==> config.mk <==
export PLATFORM = sky130hd
export DESIGN_NAME = can_bit_timing_flat
export DESIGN_NICKNAME = d
export VERILOG_FILES = /design/src/rtl/can_bit_timing_pkg.sv /design/src/rtl/can_bit_timing_if.sv /design/src/rtl/can_bit_timing_rx_sync.sv /design/src/rtl/can_bit_timing.sv /design/src/flat_wrapper.sv
export SDC_FILE = /design/constraint.sdc
export NUM_CORES = 1
export LEC_CHECK = 0
export ABC_AREA = 1
export CAP_MARGIN = 20
export CORE_UTILIZATION = 35
export DETAILED_ROUTE_END_ITERATION = 6
export MAX_ROUTING_LAYER = met4
export PLACE_DENSITY = 0.59
export SETUP_SLACK_MARGIN = 0.02
export SLEW_MARGIN = 20
export SYNTH_ARGS = -nofsm -noshare
export SYNTH_HDL_FRONTEND = slang
export SYNTH_SLANG_ARGS = --single-unit
export TNS_END_PERCENT = 10
==> constraint.sdc <==
create_clock -name clock -period 6.1 [get_ports clock]
set_clock_uncertainty 0.2 [all_clocks]
set_input_delay 0.915 -clock clock [delete_from_list [all_inputs] [get_ports clock]]
set_output_delay 0.915 -clock clock [all_outputs]
set_load 0.02 [all_outputs]
==> src/rtl/can_bit_timing_pkg.sv <==
// -----------------------------------------------------------------------------
// can_pkg
// Shared CAN bit-timing definitions: segment encoding, bus level constant,
// default timing values (also used by the destuff block and frame FSM) and a
// majority-vote helper used when triple sampling is enabled.
// -----------------------------------------------------------------------------
package can_pkg;

  typedef enum logic [1:0] {
    SEG_SYNC  = 2'd0,
    SEG_TSEG1 = 2'd1,
    SEG_TSEG2 = 2'd2
  } seg_t;

  localparam logic RECESSIVE = 1'b1;

  localparam int DEF_BRP        = 4;
  localparam int DEF_PROP_SEG   = 2;
  localparam int DEF_PHASE_SEG1 = 3;
  localparam int DEF_PHASE_SEG2 = 3;
  localparam int DEF_SJW        = 1;
  localparam int DEF_CNT_W      = 8;

  // Two-out-of-three vote
  function automatic logic maj3(input logic a, input logic b, input logic c);
    return (a & b) | (a & c) | (b & c);
  endfunction

endpackage

==> src/rtl/can_bit_timing_if.sv <==
// -----------------------------------------------------------------------------
// can_bit_timing_if
// Bundles the bit-timing stage signals.
//   rx           : raw CAN line (1 = recessive), driven by the bus side
//   hard_sync_en : hard-sync permission from the frame logic
//   sp           : one-clock sample-point pulse
//   rx_sampled   : bit value captured at sp
//   bit_start    : one-clock pulse on entry to SYNC
//   seg          : current bit segment
// master = environment / frame side, slave = the bit-timing block.
// -----------------------------------------------------------------------------
interface can_bit_timing_if;
  import can_pkg::*;

  logic rx;
  logic hard_sync_en;
  logic sp;
  logic rx_sampled;
  logic bit_start;
  seg_t seg;

  modport master (
    output rx,
    output hard_sync_en,
    input  sp,
    input  rx_sampled,
    input  bit_start,
    input  seg
  );

  modport slave (
    input  rx,
    input  hard_sync_en,
    output sp,
    output rx_sampled,
    output bit_start,
    output seg
  );

endinterface

==> src/rtl/can_bit_timing_rx_sync.sv <==
// -----------------------------------------------------------------------------
// can_rx_sync
// Two-flop synchroniser for the asynchronous CAN rx line plus a
// recessive-to-dominant edge detector on the synchronised value.
// Ports:
//   clock    : system clock
//   reset    : asynchronous active-low reset (flops reset recessive)
//   rx       : raw bus line
//   rx_s     : synchronised rx
//   edge_det : high for one clock when rx_s goes 1 -> 0 (2 clocks after rx)
// -----------------------------------------------------------------------------
module can_rx_sync
  import can_pkg::*;
(
  input  logic clock,
  input  logic reset,
  input  logic rx,
  output logic rx_s,
  output logic edge_det
);

  logic meta_r;
  logic sync_r;
  logic prev_r;

  // Synchroniser chain and previous-value flop for edge detection
  always_ff @(posedge clock or negedge reset) begin
    if (!reset) begin
      meta_r <= RECESSIVE;
      sync_r <= RECESSIVE;
      prev_r <= RECESSIVE;
    end else begin
      meta_r <= rx;
      sync_r <= meta_r;
      prev_r <= sync_r;
    end
  end

  assign rx_s     = sync_r;
  assign edge_det = prev_r & ~sync_r;

endmodule

==> src/rtl/can_bit_timing.sv <==
// -----------------------------------------------------------------------------
// can_bit_timing
// CAN bit-timing stage feeding the destuff block. Divides the clock into time
// quanta, walks SYNC / TSEG1 / TSEG2, applies hard sync and resync on
// recessive-to-dominant edges, and emits the sample point and sampled bit.
// Ports:
//   clock : system clock
//   reset : asynchronous active-low reset
//   bus   : can_bit_timing_if.slave (rx, hard_sync_en in; sp, rx_sampled,
//           bit_start, seg out; all outputs registered)
// Optional feature: define CAN_TRIPLE_SAMPLE_EN to take the majority of the
// rx_s values seen at the ticks ending the last three TSEG1 quanta.
// -----------------------------------------------------------------------------
module can_bit_timing
  import can_pkg::*;
#(
  parameter int BRP        = DEF_BRP,
  parameter int PROP_SEG   = DEF_PROP_SEG,
  parameter int PHASE_SEG1 = DEF_PHASE_SEG1,
  parameter int PHASE_SEG2 = DEF_PHASE_SEG2,
  parameter int SJW        = DEF_SJW,
  parameter int CNT_W      = DEF_CNT_W
) (
  input  logic            clock,
  input  logic            reset,
  can_bit_timing_if.slave bus
);

  localparam int TSEG1 = PROP_SEG + PHASE_SEG1;

  localparam logic [CNT_W-1:0] BRP_M1_C = CNT_W'(BRP - 1);
  localparam logic [CNT_W-1:0] TSEG1_C  = CNT_W'(TSEG1);
  localparam logic [CNT_W-1:0] PS2_C    = CNT_W'(PHASE_SEG2);
  localparam logic [CNT_W-1:0] SJW_C    = CNT_W'(SJW);
  localparam logic [CNT_W-1:0] ONE_C    = CNT_W'(1);

  // Elaboration-time parameter checks
  if (BRP < 2) begin : g_chk_brp
    $error("can_bit_timing: BRP must be >= 2");
  end
  if ((SJW < 1) || (SJW > 4)) begin : g_chk_sjw
    $error("can_bit_timing: SJW must be 1..4");
  end
  if (PHASE_SEG2 < (SJW + 1)) begin : g_chk_ps2
    $error("can_bit_timing: PHASE_SEG2 must be >= SJW+1");
  end
  if ((BRP > (1 << CNT_W)) || ((1 + TSEG1 + SJW + PHASE_SEG2) >= (1 << CNT_W))) begin : g_chk_width
    $error("can_bit_timing: timing parameters do not fit in CNT_W");
  end
`ifdef CAN_TRIPLE_SAMPLE_EN
  if (TSEG1 < 3) begin : g_chk_triple
    $error("can_bit_timing: triple sampling needs TSEG1 >= 3");
  end
`endif

  // Function: clamp a phase error to the resync jump width
  function automatic logic [CNT_W-1:0] clamp_sjw(input logic [CNT_W-1:0] e);
    return (e < SJW_C) ? e : SJW_C;
  endfunction

  logic rx_s;
  logic edge_det_s;

  can_rx_sync u_rx_sync (
    .clock    (clock),
    .reset    (reset),
    .rx       (bus.rx),
    .rx_s     (rx_s),
    .edge_det (edge_det_s)
  );

  logic [CNT_W-1:0] prescaler_r;
  logic [CNT_W-1:0] k_r;
  logic [CNT_W-1:0] ext_r;
  logic [CNT_W-1:0] short_r;
  seg_t             seg_r;
  logic             resync_done_r;
  logic             sp_r;
  logic             bit_start_r;
  logic             rx_sampled_r;

  logic             tick_s;
  logic             resync_ok_s;
  logic [CNT_W-1:0] end1_s;
  logic [CNT_W-1:0] prescaler_nxt_s;
  logic [CNT_W-1:0] k_nxt_s;
  logic [CNT_W-1:0] ext_nxt_s;
  logic [CNT_W-1:0] short_nxt_s;
  seg_t             seg_nxt_s;
  logic             done_nxt_s;
  logic             sp_nxt_s;
  logic             bit_start_nxt_s;
  logic             sample_bit_s;

  // Next-state computation for prescaler, segment, counters and resync state
  always_comb begin
    tick_s          = (prescaler_r == BRP_M1_C);
    end1_s          = TSEG1_C + ext_r;
    resync_ok_s     = edge_det_s && !bus.hard_sync_en && !resync_done_r &&
                      (rx_sampled_r == RECESSIVE);
    prescaler_nxt_s = tick_s ? '0 : (prescaler_r + ONE_C);
    seg_nxt_s       = seg_r;
    k_nxt_s         = k_r;
    ext_nxt_s       = ext_r;
    short_nxt_s     = short_r;
    done_nxt_s      = resync_done_r;

    if (edge_det_s && bus.hard_sync_en) begin
      // The edge cycle itself counts as quantum 0 of TSEG1, so the
      // prescaler resumes at 1.
      prescaler_nxt_s = ONE_C;
      seg_nxt_s       = SEG_TSEG1;
      k_nxt_s         = '0;
      ext_nxt_s       = '0;
      short_nxt_s     = '0;
      done_nxt_s      = 1'b1;
    end else begin
      case (seg_r)
        SEG_SYNC: begin
          if (resync_ok_s) begin
            done_nxt_s = 1'b1;
          end else begin
            done_nxt_s = resync_done_r;
          end
          if (tick_s) begin
            seg_nxt_s = SEG_TSEG1;
            k_nxt_s   = '0;
          end else begin
            k_nxt_s   = k_r;
          end
        end
        SEG_TSEG1: begin
          if (resync_ok_s) begin
            ext_nxt_s  = clamp_sjw(k_r + ONE_C);
            done_nxt_s = 1'b1;
          end else begin
            ext_nxt_s  = ext_r;
          end
          // The end test uses the current extension: an edge landing on the
          // sample-point cycle cannot move a sample point already issued.
          if (tick_s) begin
            if (k_r == (end1_s - ONE_C)) begin
              seg_nxt_s = SEG_TSEG2;
              k_nxt_s   = '0;
            end else begin
              k_nxt_s   = k_r + ONE_C;
            end
          end else begin
            k_nxt_s = k_r;
          end
        end
        SEG_TSEG2: begin
          if (resync_ok_s) begin
            short_nxt_s = clamp_sjw(PS2_C - k_r);
            done_nxt_s  = 1'b1;
          end else begin
            short_nxt_s = short_r;
          end
          // ">=" lets a shortening that lands at or before the current
          // quantum end TSEG2 at this tick.
          if (tick_s) begin
            if ((k_r + ONE_C) >= (PS2_C - short_nxt_s)) begin
              seg_nxt_s   = SEG_SYNC;
              k_nxt_s     = '0;
              ext_nxt_s   = '0;
              short_nxt_s = '0;
              done_nxt_s  = 1'b0;
            end else begin
              k_nxt_s     = k_r + ONE_C;
            end
          end else begin
            k_nxt_s = k_r;
          end
        end
        default: begin
          seg_nxt_s   = SEG_SYNC;
          k_nxt_s     = '0;
          ext_nxt_s   = '0;
          short_nxt_s = '0;
          done_nxt_s  = 1'b0;
        end
      endcase
    end

    // Outputs are registered one cycle ahead so that sp coincides with the
    // tick ending TSEG1 and bit_start with the first SYNC cycle.
    sp_nxt_s        = (seg_nxt_s == SEG_TSEG1) && (prescaler_nxt_s == BRP_M1_C) &&
                      (k_nxt_s == (TSEG1_C + ext_nxt_s - ONE_C));
    bit_start_nxt_s = (seg_nxt_s == SEG_SYNC) && (seg_r != SEG_SYNC);
  end

`ifdef CAN_TRIPLE_SAMPLE_EN
  logic [1:0] samp_r;

  // History of rx_s at TSEG1 tick boundaries; the two newest precede sp
  always_ff @(posedge clock or negedge reset) begin
    if (!reset) begin
      samp_r <= {2{RECESSIVE}};
    end else if (tick_s && (seg_r == SEG_TSEG1)) begin
      samp_r <= {samp_r[0], rx_s};
    end else begin
      samp_r <= samp_r;
    end
  end

  assign sample_bit_s = maj3(samp_r[1], samp_r[0], rx_s);
`else
  assign sample_bit_s = rx_s;
`endif

  // Timing state and registered outputs
  always_ff @(posedge clock or negedge reset) begin
    if (!reset) begin
      prescaler_r   <= '0;
      k_r           <= '0;
      ext_r         <= '0;
      short_r       <= '0;
      seg_r         <= SEG_SYNC;
      resync_done_r <= 1'b0;
      sp_r          <= 1'b0;
      bit_start_r   <= 1'b0;
      rx_sampled_r  <= RECESSIVE;
    end else begin
      prescaler_r   <= prescaler_nxt_s;
      k_r           <= k_nxt_s;
      ext_r         <= ext_nxt_s;
      short_r       <= short_nxt_s;
      seg_r         <= seg_nxt_s;
      resync_done_r <= done_nxt_s;
      sp_r          <= sp_nxt_s;
      bit_start_r   <= bit_start_nxt_s;
      if (sp_r) begin
        rx_sampled_r <= sample_bit_s;
      end else begin
        rx_sampled_r <= rx_sampled_r;
      end
    end
  end

  assign bus.sp         = sp_r;
  assign bus.bit_start  = bit_start_r;
  assign bus.rx_sampled = rx_sampled_r;
  assign bus.seg        = seg_r;

endmodule
==> src/flat_wrapper.sv <==
// flat-port wrapper written by rule: the top's interface ports become plain ports
module can_bit_timing_flat import can_pkg::*;
#(
  parameter int BRP        = DEF_BRP,
  parameter int PROP_SEG   = DEF_PROP_SEG,
  parameter int PHASE_SEG1 = DEF_PHASE_SEG1,
  parameter int PHASE_SEG2 = DEF_PHASE_SEG2,
  parameter int SJW        = DEF_SJW,
  parameter int CNT_W      = DEF_CNT_W
)
  (clock, reset, bus_rx, bus_hard_sync_en, bus_sp, bus_rx_sampled, bus_bit_start, bus_seg);
  can_bit_timing_if bus_i ();
  input  logic clock;
  input  logic reset;
  input wire logic [$bits(bus_i.rx)-1:0] bus_rx;
  input wire logic [$bits(bus_i.hard_sync_en)-1:0] bus_hard_sync_en;
  output wire logic [$bits(bus_i.sp)-1:0] bus_sp;
  output wire logic [$bits(bus_i.rx_sampled)-1:0] bus_rx_sampled;
  output wire logic [$bits(bus_i.bit_start)-1:0] bus_bit_start;
  output wire logic [$bits(bus_i.seg)-1:0] bus_seg;
  assign bus_i.rx = bus_rx;
  assign bus_i.hard_sync_en = bus_hard_sync_en;
  assign bus_sp = bus_i.sp;
  assign bus_rx_sampled = bus_i.rx_sampled;
  assign bus_bit_start = bus_i.bit_start;
  assign bus_seg = bus_i.seg;
  can_bit_timing #(.BRP(BRP), .PROP_SEG(PROP_SEG), .PHASE_SEG1(PHASE_SEG1), .PHASE_SEG2(PHASE_SEG2), .SJW(SJW), .CNT_W(CNT_W)) u_core (.clock(clock), .reset(reset), .bus(bus_i));
endmodule
== Word-level counts from Yosys, hierarchy flattened ==
Cells that the tools add are included.

* Output and inout port bits: 5
* Bits in registers: 41
* Word-level logic and storage cells: 81
* Input port bits: 4

* $lt $le $gt $ge: 3
* Reductions and logical operators: 13
* Add/subtract/negate cells: 8
* Equality and inequality tests: 8
* Multiplexer cells: 35
* Bitwise logic cells: 2

{| class="wikitable"
|+ Operator list
! cell !! count
|-
| 2-to-1 mux 8 bit || 20
|-
| case mux 8 bit (3 select lines) || 2
|-
| adder 3 x 8 -> 8 bit (first input constant) || 2
|-
| adder 8 x 1 -> 8 bit (second input constant) || 2
|-
| == test 8 x 2 -> 1 bit (second input constant) || 2
|-
| == test 8 bit || 2
|-
| < comparator 8 x 1 -> 1 bit (second input constant) || 2
|-
| case mux 8 bit (2 select lines) || 1
|-
| subtractor 2 x 8 -> 8 bit (first input constant) || 2
|-
| subtractor 8 x 1 -> 8 bit (second input constant) || 2
|-
| 2-to-1 mux 2 bit || 6
|-
| >= comparator 8 bit || 1
|-
| logical AND 1 bit || 7
|-
| case mux 2 bit (3 select lines) || 1
|-
| == test 2 x 1 -> 1 bit (second input constant) || 2
|-
| zero test 2 bit || 2
|-
| 2-to-1 mux 1 bit || 4
|-
| == test 2 bit (second input constant) || 1
|-
| zero test 1 bit || 2
|-
| inequality test 2 x 1 -> 1 bit (second input constant) || 1
|-
| case mux 1 bit (2 select lines) || 1
|-
| nonzero test 2 bit || 1
|-
| OR reduction 2 bit || 1
|-
| AND 1 bit || 1
|-
| inverter 1 bit || 1
|}

== Depth between registers and ports, before layout ==
Gate-level depths: netlist of run 1.

* Word-level depth: 18
* Mapped depth: 33
* Mapped depth without buffers: 32

== Cells and area by module ==
From an unflattened synthesis of run 1, not the netlist that was laid out.

* Cell total of the unflattened synthesis: 420
* Area, all modules: 2,946.6 um^2

{| class="wikitable"
|+ By module, submodules not included
! module !! sequential area each (um^2) !! area an instance (um^2) !! cells each !! instances
|-
| can_bit_timing || 952.2 || 2,857.7 || 415 || 1
|-
| can_rx_sync || 78.8 || 88.8 || 5 || 1
|}

== Worst setup path after synthesis of run 1 ==
OpenSTA, ideal clock, no wires.

* Kind: input -> register
* Start point: input port bus_hard_sync_en
* End point: register u_core.sp_r (netlist: u_core.bus.sp)
* Data required time: 5.820 ns
* Path buffers: 0
* Arrival: 3.969 ns
* Setup slack: 1.851 ns
* Setup time: 0.080 ns
* Cell stages on the path: 28
* Path through: nor2_1 > nand3_2 > inv_1 > nor2_1 > a31o_2 > inv_1 > ha_1 > nand3_1 > xor2_1 > ha_1 > nand2_1 > nor2_1 > nand4_1 > nand3_2 > nand2_2 > nand2_4 > nand2_4 > inv_2 > nor3_2 > ha_1 > nand3_1 > o21ai_1 > nand2_1 > nand2_1 > nand2_1 > inv_1 > nand3_1 > nor3_2

* Longest elaborated chain between the ends: 17
* Elaborated cells between the ends (all ways): 31
* Those cells by class: add/sub: 3; order compare: 1; eq/ne: 3; mux: 17; reduce/logical: 7

{| class="wikitable"
|+ Ends and longest elaborated chain
! element !! RTL line !! text
|-
| start: declaration || flat_wrapper.sv:16 || <nowiki>input wire logic [$bits(bus_i.hard_sync_en)-1:0] bus_hard_sync_en;</nowiki>
|-
| zero test 1 bit || can_bit_timing.sv:99 || <nowiki>resync_ok_s = edge_det_s && !bus.hard_sync_en && !resync_done_r &&</nowiki>
|-
| logical AND 1 bit (3 in series) || can_bit_timing.sv:99 ||
|-
| 2-to-1 mux 8 bit || can_bit_timing.sv:153 || <nowiki>if (resync_ok_s) begin</nowiki>
|-
| 2-to-1 mux 8 bit || can_bit_timing.sv:118 || <nowiki>case (seg_r)</nowiki>
|-
| 2-to-1 mux 8 bit || can_bit_timing.sv:108 || <nowiki>if (edge_det_s && bus.hard_sync_en) begin</nowiki>
|-
| subtractor 2 x 8 -> 8 bit || can_bit_timing.sv:162 || <nowiki>if ((k_r + ONE_C) >= (PS2_C - short_nxt_s)) begin</nowiki>
|-
| >= comparator 8 bit || can_bit_timing.sv:162 ||
|-
| 2-to-1 mux 8 bit || can_bit_timing.sv:162 ||
|-
| 2-to-1 mux 8 bit || can_bit_timing.sv:161 || <nowiki>if (tick_s) begin</nowiki>
|-
| case mux 8 bit (3 select lines) || can_bit_timing.sv:118 ||
|-
| 2-to-1 mux 8 bit * || can_bit_timing.sv:108 ||
|-
| via u_core.ext_nxt_s[2] || can_bit_timing.sv:87 || <nowiki>logic [CNT_W-1:0] ext_nxt_s;</nowiki>
|-
| adder 3 x 8 -> 8 bit * || can_bit_timing.sv:188 || <nowiki>(k_nxt_s == (TSEG1_C + ext_nxt_s - ONE_C));</nowiki>
|-
| subtractor 8 x 1 -> 8 bit * || can_bit_timing.sv:188 ||
|-
| == test 8 bit * || can_bit_timing.sv:188 ||
|-
| logical AND 1 bit * || can_bit_timing.sv:187 || <nowiki>sp_nxt_s = (seg_nxt_s == SEG_TSEG1) && (prescaler_nxt_s == BRP_M1_C) &&</nowiki>
|-
| via u_core.sp_nxt_s || can_bit_timing.sv:91 || <nowiki>logic sp_nxt_s;</nowiki>
|-
| end signal: assignment || can_bit_timing.sv:230 || <nowiki>sp_r <= sp_nxt_s;</nowiki>
|-
| end: declaration || can_bit_timing.sv:78 || <nowiki>logic sp_r;</nowiki>
|}

The timed path passes the listed nets; every way through them passes the cells marked *. The select of a mux whose other input is x is not followed.
A chain may end at the register's enable or synchronous reset.

== Worst setup path after layout of run 1 ==
Ends and elaborated chain as after synthesis.

==> results of run 1 <==
[final timing paths]
path / start / endpoint / slack (ns) / cells after the start
setup / recovery: bus_hard_sync_en / u_core.bus.sp / 1.21 / 29
hold / removal: u_core.u_rx_sync.meta_r / u_core.u_rx_sync.rx_s / 0.17 / 0
setup reg to reg: u_core.k_r[2] / u_core.bus.sp / 1.54 / 29
hold reg to reg: u_core.u_rx_sync.meta_r / u_core.u_rx_sync.rx_s / 0.17 / 0
max in group asynchronous: reset / u_core.u_rx_sync.rx_s / 4.75 / 2
min in group asynchronous: reset / u_core.bus.sp / 0.39 / 1
[flip-flops by register name, summed over array words and instances (netlist names), 2 cells and up]
| name | cells |
|---|---|
| u_core.bus.seg | 2 |
| u_core.ext_r | 8 |
| u_core.short_r | 8 |
| u_core.k_r | 8 |
| u_core.prescaler_r | 8 |
[area by class of cell]
type,count,area share [%]
flip-flops and latches,41,30.14
repair buffers,10,3.219
clock inverters,3,1.353
well taps,108,3.950
clock buffers,5,2.012
inverters,83,9.108
multi-input cells,320,50.22
[worst register-to-register path: cells and delay by family, from the launching register on]
family	cells	cell delay, ns
AO/OA/AOI/OAI	4	0.66
XOR/XNOR	1	0.16
adder cells (fa/ha/maj)	3	0.75
buffers and inverters	3	0.26
flip-flops	1	0.67
AND/OR/NAND/NOR	18	1.78
[routing by layer]
metal  wire (um)  up-vias  global-route usage, %
met2        3480       43                  29.11
met1        3678     1311                  25.02
met4         118        0                  5.025
met3         247        8                  2.347
met5           0        -                      -
li1            -     1449                      -
[power by group]
| part | internal, uW | switching [uW] |
|---|---|---|
| clock network | 123 | 103 |
| registers | 318 | 77.1 |
| logic | 195 | 369 |
[cells in the final DEF, fill, tap and decap left out, types with 3 or more instances in the layout]
cell               n
o21ai_0           21
nor3_2             3
nand3_1           60
nor2_1            39
nor2_2             7
inv_1             77
clkbuf_8           5
ha_1              15
o21ai_1            3
nor3_1             4
nand2_1          110
nand4_1            9
inv_2              5
xnor2_1            4
clkdlybuf4s50_1    7
a21oi_1           11
dfrtp_1           37
dfstp_2            4
xor2_1             8
nand2_2            6
[through the flow]
| step | utilization, % | hold slack [ns] | worst slack, ns | power [uW] |
|---|---|---|---|---|
| 2_1_floorplan | - | 0.1452 | 1.851 | 819.9 |
| 3_3_place_gp | 37.77 | 0.1502 | 1.083 | 954.0 |
| 3_5_place_dp | 37.77 | 0.1499 | 0.9150 | 952.4 |
| 4_1_cts | 39.10 | 0.1668 | 1.236 | 1184 |
| 5_1_grt | 39.42 | 0.1728 | 0.7967 | 1287 |
| 6_report | 39.42 | 0.1670 | 1.210 | 1184 |
[logic make-up (layout without fill, tap and decap cells)]
kind of cell / Yosys count / count (layout) / share of synthesized area [%]
flops: 41 / 41 / 32.97
buf+inv: 92 / 101 / 12.08
fa+ha+maj: 15 / 15 / 6.002
simple gates: 246 / 246 / 36.66
mux: 1 / 1 / 0.3601
compound gates: 45 / 45 / 8.043
xor+xnor: 13 / 13 / 3.882
==> reports/summary.log, run 1 <==
qor: die.ioPinCount 9
qor: place.buffer_ports.inserted 8
qor: finish.area_growth_syn_to_layout 9.404%
qor: clocking.cts_tree yes
qor: synthesis.synth_sequential_area_ratio 32.97%
qor: setup_path.cp_data_arrival_time 4.92 ns
qor: setup_path.worst_path_dominant_cell_family simple AND/OR/NAND/NOR gates
qor: synthesis.synth_flop_cell dfrtp_1
qor: power.leakage 0.001778 uW
qor: setup_path.worst-path-max-fanout 10
qor: grt.grt.overflow.total 0
qor: detailed_routing.route.detailed.vias_per_inst 4.932
qor: finish.multi_input_area 1718 um^2
qor: die.placement_rows 34
qor: finish.fin_nets 480
qor: setup_path.critical_path_required 6.13 ns
qor: synthesis.synthDominantAreaCellType dfrtp_1
qor: synthesis.synth_area_leaders dfrtp_1, nand2_1, nand3_1
qor: synthesis.yosys.cell_count.top_type nand2_1
qor: finish.layoutNonFillerInstCount 570
qor: clocking.cts.repair_timing.setup_buffer_count 0
qor: clocking.ctsResizeCount 0
qor: job.maxCapViolCount 0
qor: synthesis.distinct_cell_type_count_of_the_synthesized_netlist 39
qor: synthesis.synth_seq_cells 41
qor: grt.vias_in_the_first_global_route 2657
qor: finish.area.sequential 1031 um^2
qor: setup_path.setup.worst_path.start_class input port
qor: synthesis.synth-async-reset-ratio 100.0%
qor: finish.fraction_of_final_layout_cells_with_drive_strength_greater_than_1 10.39%
qor: timing.finalHoldViolCount 0
qor: timing.setup_viol 0
qor: clocking.cts.htree.levels 2
qor: setup_path.timing.critical_path.buf_inv 5
qor: detailed_routing.drt_iter0_markers 178
qor: finish.insertedDiodeCount 0
qor: timing.slew_headroom 64.52%
qor: detailed_routing.drt_drc_violations_left 0
qor: detailed_routing.detailroute.via_count 2811
qor: power.p_per_area 346.3 nW/um^2
qor: timing.setup-tns-final 0 ns
qor: synthesis.mapped_area 3127 um^2
qor: place.finalWeightedCongestion 0.8672
qor: die.floorplan.die.width 96.52 um
qor: grt.antenna_found_initial 0
qor: timing.worst_slew_pin_slew 0.5322 ns
qor: timing.period_needed 4.890 ns
qor: timing.rsz0062_at_grt no
qor: clocking.tritoncts.num_buffers 5
qor: hold_path.holdCritPathClass register to register
qor: synthesis.number_of_enable_flip_flop_cells_after_synthesis 0
qor: place.postPlaceCellArea 3278 um^2
qor: finish.finish.instance_area 3421 um^2
qor: timing.max_freq 0.2045 GHz
qor: detailed_routing.drt_pre_antenna_iters 4
qor: die.initial_core_util 36.03%
qor: detailed_routing.ant_nets 0
qor: grt.pin_count_of_the_biggest_net_entering_global_routing 42
qor: place.placed_cells_incl_taps 561
qor: setup_path.timing.critical_path.slowest_stage_cell clkdlybuf4s50_1
qor: synthesis.post_synth_most_frequent_cells nand2_1, inv_1, nand3_1
qor: finish.nFillCells 937
qor: clocking.clk-insertion-delay-late 0.30 ns
qor: synthesis.ys_warn_count 0
qor: die.core 8678 um^2
qor: synthesis.netlist.area_leader.share 29.61%
qor: grt.first_pass_grt_wire_length 12770 um
qor: synthesis.postSynthAreaPerCell 6.902 um^2
qor: timing.final-max-slew-violation-count 0
qor: grt.globalRouteTotalUtil 18.48%
qor: power.ir_worst_vdd 176.7 uV
qor: die.die_h 96.52 um
qor: timing.final.period_utilization 80.17%
qor: clocking.clk_pin_slew_worst_paths 0.09 ns
qor: synthesis.synth.net_count 472
qor: detailed_routing.detail_route.wl_per_cell 13.20 um
qor: setup_path.timing.critical_path.slowest_cell_delay 0.44 ns
qor: setup_path.cell_seen_most_often_among_critical_path_stages nand2_1
qor: clocking.clockBufferDepth 2
qor: clocking.post_cts_hold_buffer_count 0
qor: outcome.outcome completed
qor: setup_path.crit_path_end_kind register
qor: die.die_area 9315 um^2
qor: clocking.cts.sink_count 41
qor: place.hpwlAfterDp 5769 um
qor: setup_path.critical_path_class input port to register
qor: detailed_routing.finalWirelength 7524 um
qor: synthesis.synthCells 453
qor: clocking.root_buffer clkbuf_8
Power figures use the tool's default switching activity.
==> run 2: changes to the inputs <==
PLACE_DENSITY = 0.61   (was 0.59)
clock period = 4.3 ns   (was 6.1 ns; I/O delays follow)
==> run 2 against run 1 <==
  * Critical path depth unchanged
  * Sequential power is 38% higher
  * Worst setup slack worse by 0.89 ns
  * Clock power is 27% higher
  * Critical endpoint unchanged
==> reports/summary.log, run 2 (synthesis results as in run 1) <==
qor: place.finalWeightedCongestion 0.8904 [+2.7%]
qor: finish.nFillCells 908 [-3.1%]
qor: setup_path.critical_path_class register to register
qor: die.die_h 96.52 um [unchanged]
qor: timing.worst_slew_pin_slew 0.9379 ns [+0.4057 ns]
qor: setup_path.worst-path-max-fanout 7 [-3]
qor: hold_path.holdCritPathClass register to register
qor: grt.first_pass_grt_wire_length 13140 um [+2.9%]
qor: detailed_routing.detailroute.via_count 2940 [+4.6%]
qor: grt.vias_in_the_first_global_route 2840 [+6.9%]
qor: detailed_routing.ant_nets 0 [unchanged]
qor: clocking.cts.htree.levels 2 [unchanged]
qor: setup_path.cp_data_arrival_time 4.01 ns [-0.91 ns]
qor: die.placement_rows 34 [unchanged]
qor: timing.final-max-slew-violation-count 0 [unchanged]
qor: die.core 8678 um^2 [unchanged]
qor: finish.layoutNonFillerInstCount 589 [+3.3%]
qor: clocking.tritoncts.num_buffers 5 [unchanged]
qor: timing.hold-worst-slack 0.1621 ns [-0.004880 ns]
qor: die.die_area 9315 um^2 [unchanged]
qor: power.leakage 0.001848 uW [+3.9%]
qor: place.hpwlAfterDp 5940 um [+3.0%]
qor: clocking.cts.sink_count 41 [unchanged]
qor: place.placed_cells_incl_taps 575 [+2.5%]
qor: finish.fraction_of_final_layout_cells_with_drive_strength_greater_than_1 18.50% [+8.1 points]
qor: power.ir_worst_vdd 223.9 uV [+27%]
qor: clocking.root_buffer clkbuf_8
qor: power.p_per_area 476.1 nW/um^2 [+37%]
qor: finish.finalCoreUtilization 41.54% [+2.1 points]
qor: detailed_routing.drt_iter0_markers 197 [+11%]
qor: outcome.outcome completed
qor: grt.globalRouteTotalUtil 19.07% [+0.60 points]
qor: timing.final.period_utilization 92.47%
qor: grt.grt.overflow.total 0 [unchanged]
qor: finish.mostFrequentLayoutCell nand2_1
qor: clocking.clk-insertion-delay-late 0.31 ns [about the same]
qor: die.floorplan.die.width 96.52 um [unchanged]
qor: finish.mostFrequentLayoutCells nand2_1, inv_1, nand3_1
qor: finish.area_growth_syn_to_layout 15.29%
qor: setup_path.timing.critical_path.slowest_stage_cell dfrtp_2
qor: setup_path.crit_path_end_kind register
qor: finish.fin_nets 499 [+4.0%]
qor: clocking.post_cts_hold_buffer_count 0 [unchanged]
qor: setup_path.setup.worst_path.start_class register
qor: die.ioPinCount 9 [unchanged]
qor: timing.setup_viol 0 [unchanged]
qor: setup_path.timing.critical_path.slowest_cell_delay 0.48 ns [+0.04 ns]
qor: setup_path.critical_path_required 4.34 ns [-1.79 ns]
qor: clocking.clockBufferDepth 2 [unchanged]
qor: grt.antenna_found_initial 0 [unchanged]
qor: detailed_routing.drt_drc_violations_left 0 [unchanged]
qor: grt.pin_count_of_the_biggest_net_entering_global_routing 42 [unchanged]
qor: place.buffer_ports.inserted 8 [unchanged]
qor: detailed_routing.route.detailed.vias_per_inst 4.992 [+1.2%]
qor: job.maxCapViolCount 0 [unchanged]
qor: clocking.cts_tree yes
qor: detailed_routing.finalWirelength 7806 um [+3.7%]
qor: clocking.clk_pin_slew_worst_paths 0.10 ns [about the same]
qor: finish.insertedDiodeCount 0 [unchanged]
qor: detailed_routing.detail_route.wl_per_cell 13.25 um [+0.40%]
qor: timing.period_needed 3.976 ns
qor: place.postPlaceCellArea 3383 um^2 [+3.2%]
qor: die.initial_core_util 36.03% [unchanged]
qor: timing.slew_headroom 37.47% [-27 points]
qor: timing.finalHoldViolCount 0 [unchanged]
qor: timing.max_freq 0.2515 GHz
qor: detailed_routing.drt_pre_antenna_iters 4 [unchanged]
qor: finish.finish.instance_area 3605 um^2 [+5.4%]
-- run 2: changes by cell type in the layout (fill, tap and decap cells not counted), moves of 3 or more --
cell / delta
nor2_1: -3
dfrtp_1: -5
ha_1: -3
buf_4: +20
inv_1: -4
nor2_2: +3
dfrtp_2: +5
-- run 2: critical path: cells and delay by family (launching register included) --
family	cells	cell delay (ns)
simple gates	17	1.55
fa+ha+maj	3	0.64
buf+inv	6	0.53
flops	1	0.48
compound gates	2	0.37
xor+xnor	1	0.15
-- run 2: final timing paths --
kind / startpoint / end / slack, ns / depth (start not counted)
worst max-delay path: u_core.k_r[4] / u_core.bus.sp / 0.32 / 29
worst min-delay path: u_core.u_rx_sync.meta_r / u_core.u_rx_sync.rx_s / 0.16 / 0
worst max register to register: u_core.k_r[4] / u_core.bus.sp / 0.32 / 29
worst min register to register: u_core.u_rx_sync.meta_r / u_core.u_rx_sync.rx_s / 0.16 / 0
max in group asynchronous: reset / u_core.k_r[2] / 2.98 / 1
min in group asynchronous: reset / u_core.prescaler_r[6] / 0.26 / 1
-- run 2: cell type report --
| cell class | count | area [um^2] | share of cell area [%] |
|---|---|---|---|
| Timing Repair Buffer | 29 | 235.2 | 6.526 |
| Clock inverter | 3 | 28.78 | 0.7983 |
| Sequential cell | 41 | 1037 | 28.77 |
| Tap cell | 108 | 135.1 | 3.749 |
| Multi-Input combinational cell | 320 | 1783 | 49.46 |
| Clock buffer | 5 | 68.82 | 1.909 |
| Inverter | 83 | 316.6 | 8.782 |
-- run 2: stage by stage --
step	TNS (ns)	total power [uW]	setup slack (ns)
global placement	-0.003797	1370	-0.003797
CTS	0	1673	0.1806
finish	0	1716	0.3237
floorplan	0	1163	0.3210
global route	-0.01790	1860	-0.01790
detailed placement	-0.1341	1380	-0.1341
-- run 2: report_power, final --
group          switching [uW]  internal (uW)
Sequential               91.1            455
Clock                     164            123
Combinational             558            325
-- run 2: repair_timing --
| item | CTS | global route |
|---|---|---|
| resized for setup | 0 | 29 |
| hold endpoints to repair | 0 | 0 |
| endpoints found under the setup margin | 0 | 1 |
| buffers inserted | 0 | 6 |
-- run 2: layer usage --
layer	GRT usage [%]	vias up	share of wire [%]
met1	22.93	1360	45
met3	2.660	22	3.4
met2	31.22	68	48
li1	-	1490	-
met4	9.681	0	3.9
met5	-	-	0
